--- src/rtl/mem_access_unit_if.sv ---
// Data-memory bus between mem_access_unit (master side) and the data memory (slave side).
interface mem_access_unit_if #(
    parameter int DATA_W     = 32,
    parameter int DM_ADDRESS = 9
);
    logic                  mem_req;
    logic                  mem_we;
    logic [DM_ADDRESS-1:0] mem_addr;
    logic [DATA_W-1:0]     mem_wdata;
    logic [3:0]            mem_be;
    logic                  mem_ready;
    logic [DATA_W-1:0]     mem_rdata;

    modport master (
        output mem_req, mem_we, mem_addr, mem_wdata, mem_be,
        input  mem_ready, mem_rdata
    );

    modport slave (
        input  mem_req, mem_we, mem_addr, mem_wdata, mem_be,
        output mem_ready, mem_rdata
    );
endinterface

--- src/rtl/mem_access_unit.sv ---
// MEM-stage load/store unit: validates the EX/MEM access, runs one bus transaction with a
// timeout, stalls the pipeline meanwhile and returns the lane-selected, extended load data.
module mem_access_unit #(
    parameter int DATA_W      = 32,
    parameter int DM_ADDRESS  = 9,
    parameter int TIMEOUT_CYC = 15
) (
    input  logic                  clk,
    input  logic                  reset,
    input  logic                  MemRead,
    input  logic                  MemWrite,
    input  logic [DM_ADDRESS-1:0] addr,
    input  logic [DATA_W-1:0]     wr_data,
    input  logic [2:0]            func3,
    output logic [DATA_W-1:0]     ReadData,
    output logic                  stall,
    output logic                  err,
    mem_access_unit_if.master     mem
);
    localparam int CNT_W = $clog2(TIMEOUT_CYC + 1);

    typedef enum logic [1:0] {IDLE, BUSY, DONE} state_t;

    state_t             state, state_nxt;
    logic [CNT_W-1:0]   cnt;
    logic               op, legal, misaligned, accept, reject, timeout_hit;
    logic [2:0]         op_f3;
    logic [1:0]         op_lo;
    logic               op_load;

    function automatic logic [3:0] byte_en(input logic we, input logic [2:0] f3,
                                           input logic [1:0] lo);
        logic [3:0] be;
        be = 4'b1111;
        if (we) begin
            case (f3[1:0])
                2'b00:   be = 4'b0001 << lo;
                2'b01:   be = 4'b0011 << {lo[1], 1'b0};
                default: be = 4'b1111;
            endcase
        end
        return be;
    endfunction

    function automatic logic [DATA_W-1:0] store_lanes(input logic [DATA_W-1:0] d,
                                                      input logic [2:0] f3);
        logic [DATA_W-1:0] w;
        case (f3[1:0])
            2'b00:   w = {4{d[7:0]}};
            2'b01:   w = {2{d[15:0]}};
            default: w = d;
        endcase
        return w;
    endfunction

    function automatic logic [DATA_W-1:0] load_fmt(input logic [DATA_W-1:0] word,
                                                   input logic [2:0] f3,
                                                   input logic [1:0] lo);
        logic [7:0]        b;
        logic [15:0]       h;
        logic [DATA_W-1:0] r;
        b = word[{lo, 3'b000} +: 8];
        h = word[{lo[1], 4'b0000} +: 16];
        case (f3)
            3'b000:  r = {{(DATA_W-8){b[7]}}, b};
            3'b100:  r = {{(DATA_W-8){1'b0}}, b};
            3'b001:  r = {{(DATA_W-16){h[15]}}, h};
            3'b101:  r = {{(DATA_W-16){1'b0}}, h};
            default: r = word;
        endcase
        return r;
    endfunction

    always_comb begin
        op         = MemRead | MemWrite;
        legal      = 1'b0;
        misaligned = 1'b0;
        if (MemRead && !MemWrite) begin
            case (func3)
                3'b000, 3'b001, 3'b010, 3'b100, 3'b101: legal = 1'b1;
                default:                                 legal = 1'b0;
            endcase
        end else if (MemWrite && !MemRead) begin
            case (func3)
                3'b000, 3'b001, 3'b010: legal = 1'b1;
                default:                legal = 1'b0;
            endcase
        end
        if (func3[1:0] == 2'b01)
            misaligned = addr[0];
        else if (func3[1:0] == 2'b10)
            misaligned = (addr[1:0] != 2'b00);
    end

    // The cycle in which the counter would step to TIMEOUT_CYC is the last BUSY cycle,
    // so BUSY lasts at most TIMEOUT_CYC cycles; a mem_ready in that cycle still wins.
    assign timeout_hit = (cnt == CNT_W'(TIMEOUT_CYC - 1));

    always_comb begin
        state_nxt = state;
        accept    = 1'b0;
        reject    = 1'b0;
        case (state)
            IDLE: begin
                if (op) begin
                    if (legal && !misaligned) begin
                        accept    = 1'b1;
                        state_nxt = BUSY;
                    end else begin
                        reject = 1'b1;
                    end
                end
            end
            BUSY: begin
                if (mem.mem_ready || timeout_hit)
                    state_nxt = DONE;
            end
            DONE:    state_nxt = IDLE;
            default: state_nxt = IDLE;
        endcase
    end

    assign stall       = !reset && (accept || (state == BUSY));
    assign mem.mem_req = (state == BUSY);

    always_ff @(posedge clk) begin
        if (reset) begin
            state         <= IDLE;
            cnt           <= '0;
            mem.mem_we    <= 1'b0;
            mem.mem_addr  <= '0;
            mem.mem_wdata <= '0;
            mem.mem_be    <= '0;
            ReadData      <= '0;
            err           <= 1'b0;
            op_f3         <= '0;
            op_lo         <= '0;
            op_load       <= 1'b0;
        end else begin
            state <= state_nxt;
            err   <= 1'b0;
            case (state)
                IDLE: begin
                    if (accept) begin
                        cnt           <= '0;
                        mem.mem_we    <= MemWrite;
                        mem.mem_addr  <= {addr[DM_ADDRESS-1:2], 2'b00};
                        mem.mem_wdata <= store_lanes(wr_data, func3);
                        mem.mem_be    <= byte_en(MemWrite, func3, addr[1:0]);
                        op_f3         <= func3;
                        op_lo         <= addr[1:0];
                        op_load       <= MemRead;
                    end else if (reject) begin
                        err      <= 1'b1;
                        ReadData <= '0;
                    end
                end
                BUSY: begin
                    cnt <= cnt + CNT_W'(1);
                    if (mem.mem_ready) begin
                        ReadData <= op_load ? load_fmt(mem.mem_rdata, op_f3, op_lo) : '0;
                    end else if (timeout_hit) begin
                        ReadData <= '0;
                        err      <= 1'b1;
                    end
                end
                default: ;
            endcase
        end
    end
endmodule

--- src/flat_wrapper.sv ---
// flat-port wrapper written by rule: the top's interface ports become plain ports
module mem_access_unit_flat 
#(
    parameter int DATA_W      = 32,
    parameter int DM_ADDRESS  = 9,
    parameter int TIMEOUT_CYC = 15
)
  (clk, reset, MemRead, MemWrite, addr, wr_data, func3, ReadData, stall, err, mem_mem_req, mem_mem_we, mem_mem_addr, mem_mem_wdata, mem_mem_be, mem_mem_ready, mem_mem_rdata);
  mem_access_unit_if #(.DATA_W(DATA_W), .DM_ADDRESS(DM_ADDRESS)) mem_i ();
  input  logic clk;
  input  logic reset;
  input  logic MemRead;
  input  logic MemWrite;
  input  logic [DM_ADDRESS-1:0] addr;
  input  logic [DATA_W-1:0] wr_data;
  input  logic [2:0] func3;
  output logic [DATA_W-1:0] ReadData;
  output logic stall;
  output logic err;
  output wire logic [$bits(mem_i.mem_req)-1:0] mem_mem_req;
  output wire logic [$bits(mem_i.mem_we)-1:0] mem_mem_we;
  output wire logic [$bits(mem_i.mem_addr)-1:0] mem_mem_addr;
  output wire logic [$bits(mem_i.mem_wdata)-1:0] mem_mem_wdata;
  output wire logic [$bits(mem_i.mem_be)-1:0] mem_mem_be;
  input wire logic [$bits(mem_i.mem_ready)-1:0] mem_mem_ready;
  input wire logic [$bits(mem_i.mem_rdata)-1:0] mem_mem_rdata;
  assign mem_mem_req = mem_i.mem_req;
  assign mem_mem_we = mem_i.mem_we;
  assign mem_mem_addr = mem_i.mem_addr;
  assign mem_mem_wdata = mem_i.mem_wdata;
  assign mem_mem_be = mem_i.mem_be;
  assign mem_i.mem_ready = mem_mem_ready;
  assign mem_i.mem_rdata = mem_mem_rdata;
  mem_access_unit #(.DATA_W(DATA_W), .DM_ADDRESS(DM_ADDRESS), .TIMEOUT_CYC(TIMEOUT_CYC)) u_core (.clk(clk), .reset(reset), .MemRead(MemRead), .MemWrite(MemWrite), .addr(addr), .wr_data(wr_data), .func3(func3), .ReadData(ReadData), .stall(stall), .err(err), .mem(mem_i));
endmodule
--- config.mk ---
export PLATFORM = sky130hd
export DESIGN_NAME = mem_access_unit_flat
export DESIGN_NICKNAME = d
export VERILOG_FILES = /design/src/rtl/mem_access_unit_if.sv /design/src/rtl/mem_access_unit.sv /design/src/flat_wrapper.sv
export SDC_FILE = /design/constraint.sdc
export NUM_CORES = 1
export LEC_CHECK = 0
export ABC_AREA = 1
export BUFFER_PORTS_ARGS = -buffer_cell sky130_fd_sc_hd__buf_2
export CORE_ASPECT_RATIO = 1.4
export CORE_MARGIN = 4
export CORE_UTILIZATION = 50
export CTS_BUF_LIST = sky130_fd_sc_hd__clkbuf_4 sky130_fd_sc_hd__clkbuf_8 sky130_fd_sc_hd__clkbuf_16
export CTS_CLUSTER_DIAMETER = 200
export CTS_CLUSTER_SIZE = 8
export DETAILED_ROUTE_END_ITERATION = 8
export PLACE_DENSITY = 0.81
export SETUP_SLACK_MARGIN = 0.15
export SYNTH_ARGS = -nofsm -noshare
export SYNTH_HDL_FRONTEND = slang
export SYNTH_SLANG_ARGS = --single-unit
--- constraint.sdc ---
create_clock -name clk -period 4.4 [get_ports clk]
set_clock_uncertainty 0.15 [all_clocks]
set_input_delay 1.1 -clock clk [delete_from_list [all_inputs] [get_ports clk]]
set_output_delay 1.1 -clock clk [all_outputs]
set_load 0.03 [all_outputs]
==> results of run 1 <==
==> placed cells by master (no fill, tap or decap), types with 2 or more instances in the layout <==
cell | Yosys | routed
sky130_fd_sc_hd__nor2_1 | 189 | 189
sky130_fd_sc_hd__buf_2 | 9 | 159
sky130_fd_sc_hd__nand2_1 | 158 | 158
sky130_fd_sc_hd__dfxtp_1 | 89 | 89
sky130_fd_sc_hd__o21ai_0 | 88 | 88
sky130_fd_sc_hd__inv_1 | 64 | 63
sky130_fd_sc_hd__a21oi_1 | 54 | 54
sky130_fd_sc_hd__nand3_1 | 34 | 34
sky130_fd_sc_hd__clkbuf_16 | 0 | 9
sky130_fd_sc_hd__inv_2 | 6 | 7
sky130_fd_sc_hd__nand2_2 | 5 | 5
sky130_fd_sc_hd__a21oi_2 | 4 | 4
sky130_fd_sc_hd__clkbuf_8 | 0 | 4
sky130_fd_sc_hd__buf_4 | 15 | 4
sky130_fd_sc_hd__nor2_2 | 3 | 3
sky130_fd_sc_hd__o21ai_1 | 3 | 3
sky130_fd_sc_hd__nand2_4 | 2 | 2
sky130_fd_sc_hd__or2_2 | 2 | 2
sky130_fd_sc_hd__o211ai_1 | 2 | 2
sky130_fd_sc_hd__o22ai_1 | 2 | 2
sky130_fd_sc_hd__nor3_1 | 2 | 2
sky130_fd_sc_hd__ha_1 | 2 | 2
sky130_fd_sc_hd__conb_1 | 1 | 2
sky130_fd_sc_hd__clkinv_4 | 0 | 2
==> layout make-up <==
cell class                 instances  share of cell area, %
sequential                        89                   31.1
clock inverter                     3                  0.392
timing repair buffer             163                   14.4
multi-input combinational        556                   42.3
tap                              107                   2.33
inverter                          71                   4.69
clock buffer                      13                   4.88
==> registers in the layout, indices dropped and copies added (netlist names) <==
name                  cells
u_core.op_lo              2
u_core.ReadData          32
u_core.cnt                4
u_core.mem.mem_addr       7
u_core.mem.mem_we         1
u_core.err                1
u_core.mem.mem_wdata     32
u_core.op_load            1
u_core.state              2
u_core.mem.mem_be         4
u_core.op_f3              3
==> worst max-delay path: cells and delay by family <==
kind | cells | cell delay [ps]
simple gates | 4 | 350
compound gates | 1 | 70
buf+inv | 4 | 830
==> per-layer routing <==
layer,share of wire [%],vias to the layer above
li1,-,2647
met1,39,2262
met2,50,218
met3,7.9,33
met4,3.0,0
met5,0,-
==> stage by stage <==
stage	area [sq um]	cells	hold slack [ps]	utilization (%)	power [mW]
after floorplan	4770	765	305	-	1.32
after global routing	5740	1002	353	62.5	2.32
after global placement	5440	986	300	59.2	1.44
after detailed placement	5440	986	313	59.2	1.45
after CTS	5740	1002	326	62.5	2.22
final	5740	1002	326	62.5	2.20
==> cells by family after synthesis <==
family	after synthesis	share of synthesized area (%)
DFF	89	37.4
adders and majority gates	2	0.525
AOI/OAI and AO/OA	155	16.9
buffers and inverters	120	11.7
other	1	0.0787
and+or+nand+nor	397	33.4
==> worst min path at each step <==
| stage | start | to | slack [ps] | cells after the start |
|---|---|---|---|---|
| 3_5_place_dp | u_core.mem.mem_we$_SDFFE_PP0P_ | u_core.mem.mem_we$_SDFFE_PP0P_ | 310 | 2 |
| 2_1_floorplan | u_core.op_load$_SDFFE_PP0P_ | u_core.op_load$_SDFFE_PP0P_ | 300 | 2 |
| 4_1_cts | u_core.mem.mem_we$_SDFFE_PP0P_ | u_core.mem.mem_we$_SDFFE_PP0P_ | 330 | 2 |
| 5_1_grt | u_core.mem.mem_wdata[3]$_SDFFE_PP0P_ | u_core.mem.mem_wdata[3]$_SDFFE_PP0P_ | 350 | 2 |
| 6_report | u_core.mem.mem_we$_SDFFE_PP0P_ | u_core.mem.mem_we$_SDFFE_PP0P_ | 330 | 2 |
| 3_3_place_gp | u_core.mem.mem_we$_SDFFE_PP0P_ | u_core.mem.mem_we$_SDFFE_PP0P_ | 300 | 2 |
==> power breakdown <==
part | internal [mW] | switching [mW] | leakage, nW
registers | 0.868 | 0.0384 | 0.729
clock network | 0.446 | 0.320 | 0.152
logic | 0.160 | 0.370 | 2.01
==> results_dict.tcl, run 1 <==
set metrics [dict create \
    floorplan.rows 41 \
    finalHoldViolCount 0 \
    final_min_period_over_clock_period_pct 81.9 \
    power.density_cell_area_nw_per_um2 384 \
    total_via_count_in_the_routed_design 5160 \
    setup_repair_after_global_routing_missed_its_margin "false" \
    reg2reg_from "u_core.op_f3[1]$_SDFFE_PP0P_" \
    chipWidth_microns 90.5 \
    setup_tns_ps 0 \
    grt_start_max_net_pins 65 \
    final_critical_path_setup_slack_ps 796 \
    endpoint_type_of_the_worst_setup_path "output pin" \
    first_pass_iters 5 \
    area.sequential_sq_um 1780 \
    number_of_buffers_created_by_cts 9 \
    antenna_violations_before_repair 0 \
    crit_path_end "stall" \
    port_buffers 159 \
    worstPathArrival_ps 2350 \
    flow.area_growth_from_synthesis_pct 20.5 \
    root_buffer "sky130_fd_sc_hd__clkbuf_16" \
    timing.critical_path.slowest_stage_cell "sky130_fd_sc_hd__buf_2" \
    met2_usage_pct 41.9 \
    synth_enable_flop_cells 0 \
    ir_worst_vdd_v 0.000269 \
    first_global_vias 4616 \
    drv.max_cap_violation_count 0 \
    global_route.peak_usage_layer "met2" \
    boundaryPins 162 \
    setup.worst_path.class "primary input to output pin" \
    report.final.slew_viol_count 0 \
    routed_via_density 5.15 \
    path_cells "buf_2, inv_2, nor2_1, nor2_2, nand2_2, inv_2, nand2_4, a21oi_1, buf_2" \
    avgSynthCellArea_sq_um 6.23 \
    timing.critical_path.from "func3[1]" \
    gate_count_after_technology_mapping 764 \
    setup_buffers_after_cts 0 \
    finish.net_count 973 \
    synth-seq-area-share_pct 37.4 \
    coreArea_sq_um 9180 \
    netlist_area_sq_um 4760 \
    post-route-drc-count 0 \
    postSynthRegisterBits 89 \
    netlist.top_cell.by_area "sky130_fd_sc_hd__dfxtp_1" \
    routed_length_per_instance_microns 13.6 \
    detailed_place_hpwl_microns 9750 \
    timing.critical_path.slowest_cell_delay_ps 410 \
    layout-drive-gt1-share_pct 23.0 \
    ctsHtreeMaxLevel 3 \
    synthTopCellsByArea "sky130_fd_sc_hd__dfxtp_1 (37%), sky130_fd_sc_hd__nor2_1 (15%), sky130_fd_sc_hd__nand2_1 (12%), sky130_fd_sc_hd__o21ai_0 (9.2%), sky130_fd_sc_hd__a21oi_1 (5.7%)" \
    status "finished, final reports clean" \
    wl_microns 13600 \
    route.antenna.remaining_nets 0 \
    r2r_cells 8 \
    cts_repair_resize_count 0 \
    final_period_minus_worst_setup_slack_ps 3600 \
    r2r_setup_slack_ps 1930 \
    initial_core_util_pct 51.9 \
    gr-usage-all-layers_pct 24.0 \
    groute.layer.met1.usage_pct 27.7 \
    warnings_synthesis 0 \
    dominantRegCellSynth "sky130_fd_sc_hd__dfxtp_1" \
    total_area_of_multi_input_combinational_cells_sq_um 2420 \
    fmax_mhz 278 \
    gp_congestion 0.973 \
    hold_path_class "register to register" \
    grt_use_met3_pct 6.21 \
    clk_pin_slew_ps 60 \
    r2r_end "u_core.ReadData[4]$_SDFFE_PP0P_" \
    synth_top_area_share_pct 37.4 \
    slew_headroom_pct 35.5 \
    cts.sink_count 89 \
    n_antenna_cell 0 \
    cellLeakagePower_nw 2.89 \
    initialDrtViolationCount 218 \
    die_h_microns 123 \
    post-synth-top-count-cell "sky130_fd_sc_hd__nor2_1" \
    die-area_sq_um 11200 \
    top_cell_types_by_occurrence_after_synthesis "sky130_fd_sc_hd__nor2_1 (189), sky130_fd_sc_hd__nand2_1 (158), sky130_fd_sc_hd__dfxtp_1 (89), sky130_fd_sc_hd__o21ai_0 (88), sky130_fd_sc_hd__inv_1 (64)" \
    ys_async_sr_fraction_pct 0 \
    hold_buffer_count_at_cts 0 \
    synth_cell_type_count 30 \
    crit_path_start_kind "primary input" \
    timing.final.setup_violations 0 \
    grt_overflow_total 0 \
    worstMarginPinSlew_ps 965 \
    fillCellCount 913 \
    dp_slack_ps 814 \
    tritoncts "built" \
    critical_path_peak_fanout 31 \
    critical_path_required_ps 3150 \
    clk_latency_ps 340 \
    cts-root-to-sink-buffers 2 \
    grt_first_pass_wirelength_microns 21800 \
]
(Power assumes the default switching activity.)
==> run 2: changes to the inputs <==
ABC_AREA = 0   (was 1)
CORE_UTILIZATION = 46   (was 50)
PLACE_DENSITY = 0.78   (was 0.81)
clock period = 3.2 ns   (was 4.4 ns; I/O delays follow)
==> run 2 against run 1 <==
Die area is 5.3% higher. Clock-buffer cell count decreased by 4. Sequential power up 30%. Synthesized area decreased by 2.7%. First-iteration DRC count fell by 1.4%. Core utilization is 4.7 points lower. Cell count down 20%. Combinational power is 12% lower. Setup slack got worse by 470 ps. Power up 21%. Critical path type unchanged.
==> results_dict.tcl, run 2 <==
set metrics [dict create \
    status "finished, final reports clean" \
    synth_top_area_share_pct 38.5 \
    crit_path_start_kind "primary input" \
    synthTopCellsByArea "sky130_fd_sc_hd__dfxtp_1 (38%), sky130_fd_sc_hd__mux2i_1 (6.7%), sky130_fd_sc_hd__a21oi_1 (6.3%), sky130_fd_sc_hd__o21ai_0 (5.1%), sky130_fd_sc_hd__o311ai_2 (4.2%)" \
    synth_cell_type_count 53 \
    ir_worst_vdd_v 0.000262 \
    timing.final.setup_violations 0 \
    r2r_cells 5 \
    port_buffers 159 \
    clk_pin_slew_ps 70 \
    timing.hold.worst_path_depth 2 \
    boundaryPins 162 \
    slew_headroom_pct 45.9 \
    antenna_violations_before_repair 0 \
    top_cell_types_by_occurrence_after_synthesis "sky130_fd_sc_hd__dfxtp_1 (89), sky130_fd_sc_hd__a21oi_1 (58), sky130_fd_sc_hd__inv_1 (47), sky130_fd_sc_hd__o21ai_0 (47), sky130_fd_sc_hd__nand3_1 (37)" \
    holdPathEnd "u_core.ReadData[11]$_SDFFE_PP0P_" \
    report.final.slew_viol_count 0 \
    avgSynthCellArea_sq_um 8.74 \
    cellLeakagePower_nw 2.44 \
    die-area_sq_um 11800 \
    synth_enable_flop_cells 0 \
    timing.critical_path.from "func3[1]" \
    worstMarginPinSlew_ps 811 \
    cts_repair_resize_count 0 \
    route.antenna.remaining_nets 0 \
    post-route-drc-count 0 \
    flow.area_growth_from_synthesis_pct 23.4 \
    setup_repair_after_global_routing_missed_its_margin "false" \
    hold_buffer_count_at_cts 0 \
    ys_async_sr_fraction_pct 0 \
    fmax_mhz 349 \
    gr-usage-all-layers_pct 23.6 \
    finalHoldViolCount 0 \
    area_of_all_placed_cells_without_fillers_sq_um 5720 \
    gp_congestion 0.993 \
    beginning_of_the_worst_hold_path "u_core.ReadData[11]$_SDFFE_PP0P_" \
    finish.net_count 741 \
    final_period_minus_worst_setup_slack_ps 2870 \
    setup_tns_ps 0 \
    first_pass_iters 5 \
    cts-root-to-sink-buffers 2 \
    r2r_end "u_core.ReadData[16]$_SDFFE_PP0P_" \
    wl_microns 14300 \
    dominantRegCellSynth "sky130_fd_sc_hd__dfxtp_1" \
    setup_buffers_after_cts 0 \
    synth-seq-area-share_pct 38.5 \
    total_via_count_in_the_routed_design 4607 \
    reg2reg_from "u_core.op_f3[1]$_SDFFE_PP0P_" \
    netlist.top_cell.by_area "sky130_fd_sc_hd__dfxtp_1" \
    fillCellCount 931 \
    setup.worst_path.class "primary input to output pin" \
    endpoint_type_of_the_worst_setup_path "output pin" \
    final_min_period_over_clock_period_pct 89.7 \
    chipWidth_microns 92.8 \
    grt_start_max_net_pins 60 \
    finalHoldWorstSlack_ps 308 \
    grt_overflow_total 0 \
    critical_path_required_ps 2250 \
    drv.max_cap_violation_count 0 \
    critical_path_peak_fanout 11 \
    biggestRegsByFlops "u_core.ReadData: 32 flops, u_core.mem.mem_wdata: 32 flops, u_core.mem.mem_addr: 7 flops" \
    ctsHtreeMaxLevel 3 \
    leading_cell_type_in_the_layout_fill_and_taps_excluded "sky130_fd_sc_hd__buf_2" \
    initialDrtViolationCount 215 \
    post-synth-top-count-cell "sky130_fd_sc_hd__dfxtp_1" \
    coreArea_sq_um 9900 \
    root_buffer "sky130_fd_sc_hd__clkbuf_16" \
    layout-drive-gt1-share_pct 34.1 \
    first_global_vias 4433 \
    postLayoutCoreUtil_pct 57.8 \
    placed_area_sq_um 5430 \
    power.density_cell_area_nw_per_um2 466 \
    warnings_synthesis 0 \
    final_cell_mix "sky130_fd_sc_hd__buf_2 (158), sky130_fd_sc_hd__dfxtp_1 (89), sky130_fd_sc_hd__a21oi_1 (57)" \
    hold_path_class "register to register" \
    gate_count_after_technology_mapping 530 \
    number_of_buffers_created_by_cts 9 \
    routed_via_density 5.77 \
    dpl.cell_count 782 \
    netlist_area_sq_um 4630 \
    worstPathArrival_ps 1920 \
    postSynthRegisterBits 89 \
    floorplan.rows 43 \
    n_antenna_cell 0 \
    clk_latency_ps 340 \
    r2r_setup_slack_ps 1080 \
    routed_length_per_instance_microns 18.0 \
    grt_first_pass_wirelength_microns 22200 \
    initial_core_util_pct 46.8 \
    cts.sink_count 89 \
    detailed_place_hpwl_microns 10700 \
    tritoncts "built" \
    final_cell_count_no_fill 798 \
    die_h_microns 127 \
]
## run 2: where the power goes
part / leakage, nW / total, mW / internal, mW / switching [mW]
combinational: 1.58 / 0.467 / 0.151 / 0.316
clock: 0.136 / 1.02 / 0.540 / 0.479
sequential: 0.721 / 1.18 / 1.15 / 0.0294
total: 2.44 / 2.66 / 1.84 / 0.824
## run 2: layer usage
metal	vias to the layer above	GRT usage (%)	routed length [microns]
li1	2168	-	-
met1	2152	28.4	5470
met2	254	39.5	7090
met3	33	6.05	1260
met4	0	10.6	518
met5	-	0	0
## run 2: worst max path at each step
stage / end / slack (ps) / cells after the start
finish: stall / 330 / 6
global route: stall / 260 / 6
CTS: stall / 350 / 6
detailed placement: stall / 350 / 6
global placement: stall / 410 / 6
floorplan: stall / 200 / 7
## run 2: through the flow
step / setup slack (ps) / power (mW)
after global routing: 257 / 2.76
final: 331 / 2.66
after global placement: 415 / 1.65
after CTS: 348 / 2.68
after detailed placement: 354 / 1.66
after floorplan: 202 / 1.51
## run 2: cell type report
type	instances	area [sq um]	share of cell area [%]
Clock buffer	9	225	3.94
Inverter	47	176	3.09
Clock inverter	7	62.6	1.09
Multi-Input combinational cell	341	2420	42.4
Tap cell	135	169	2.95
Timing Repair Buffer	170	881	15.4
Sequential cell	89	1780	31.2
## run 2: critical path: stages
cell	delay (ps)
sky130_fd_sc_hd__buf_2	160
sky130_fd_sc_hd__o21ai_0	260
sky130_fd_sc_hd__and4_1	250
sky130_fd_sc_hd__nand2_1	90
sky130_fd_sc_hd__a21oi_2	140
sky130_fd_sc_hd__buf_2	210
## run 2: cells by family after synthesis
logic type               synth area share [%]
multiplexers                             8.89
adder cells (fa/ha/maj)                 0.540
AO/OA/AOI/OAI                            29.5
AND/OR/NAND/NOR                          12.6
XOR/XNOR                                0.378
other                                  0.0810
flip-flops                               38.5
buffers and inverters                    9.56
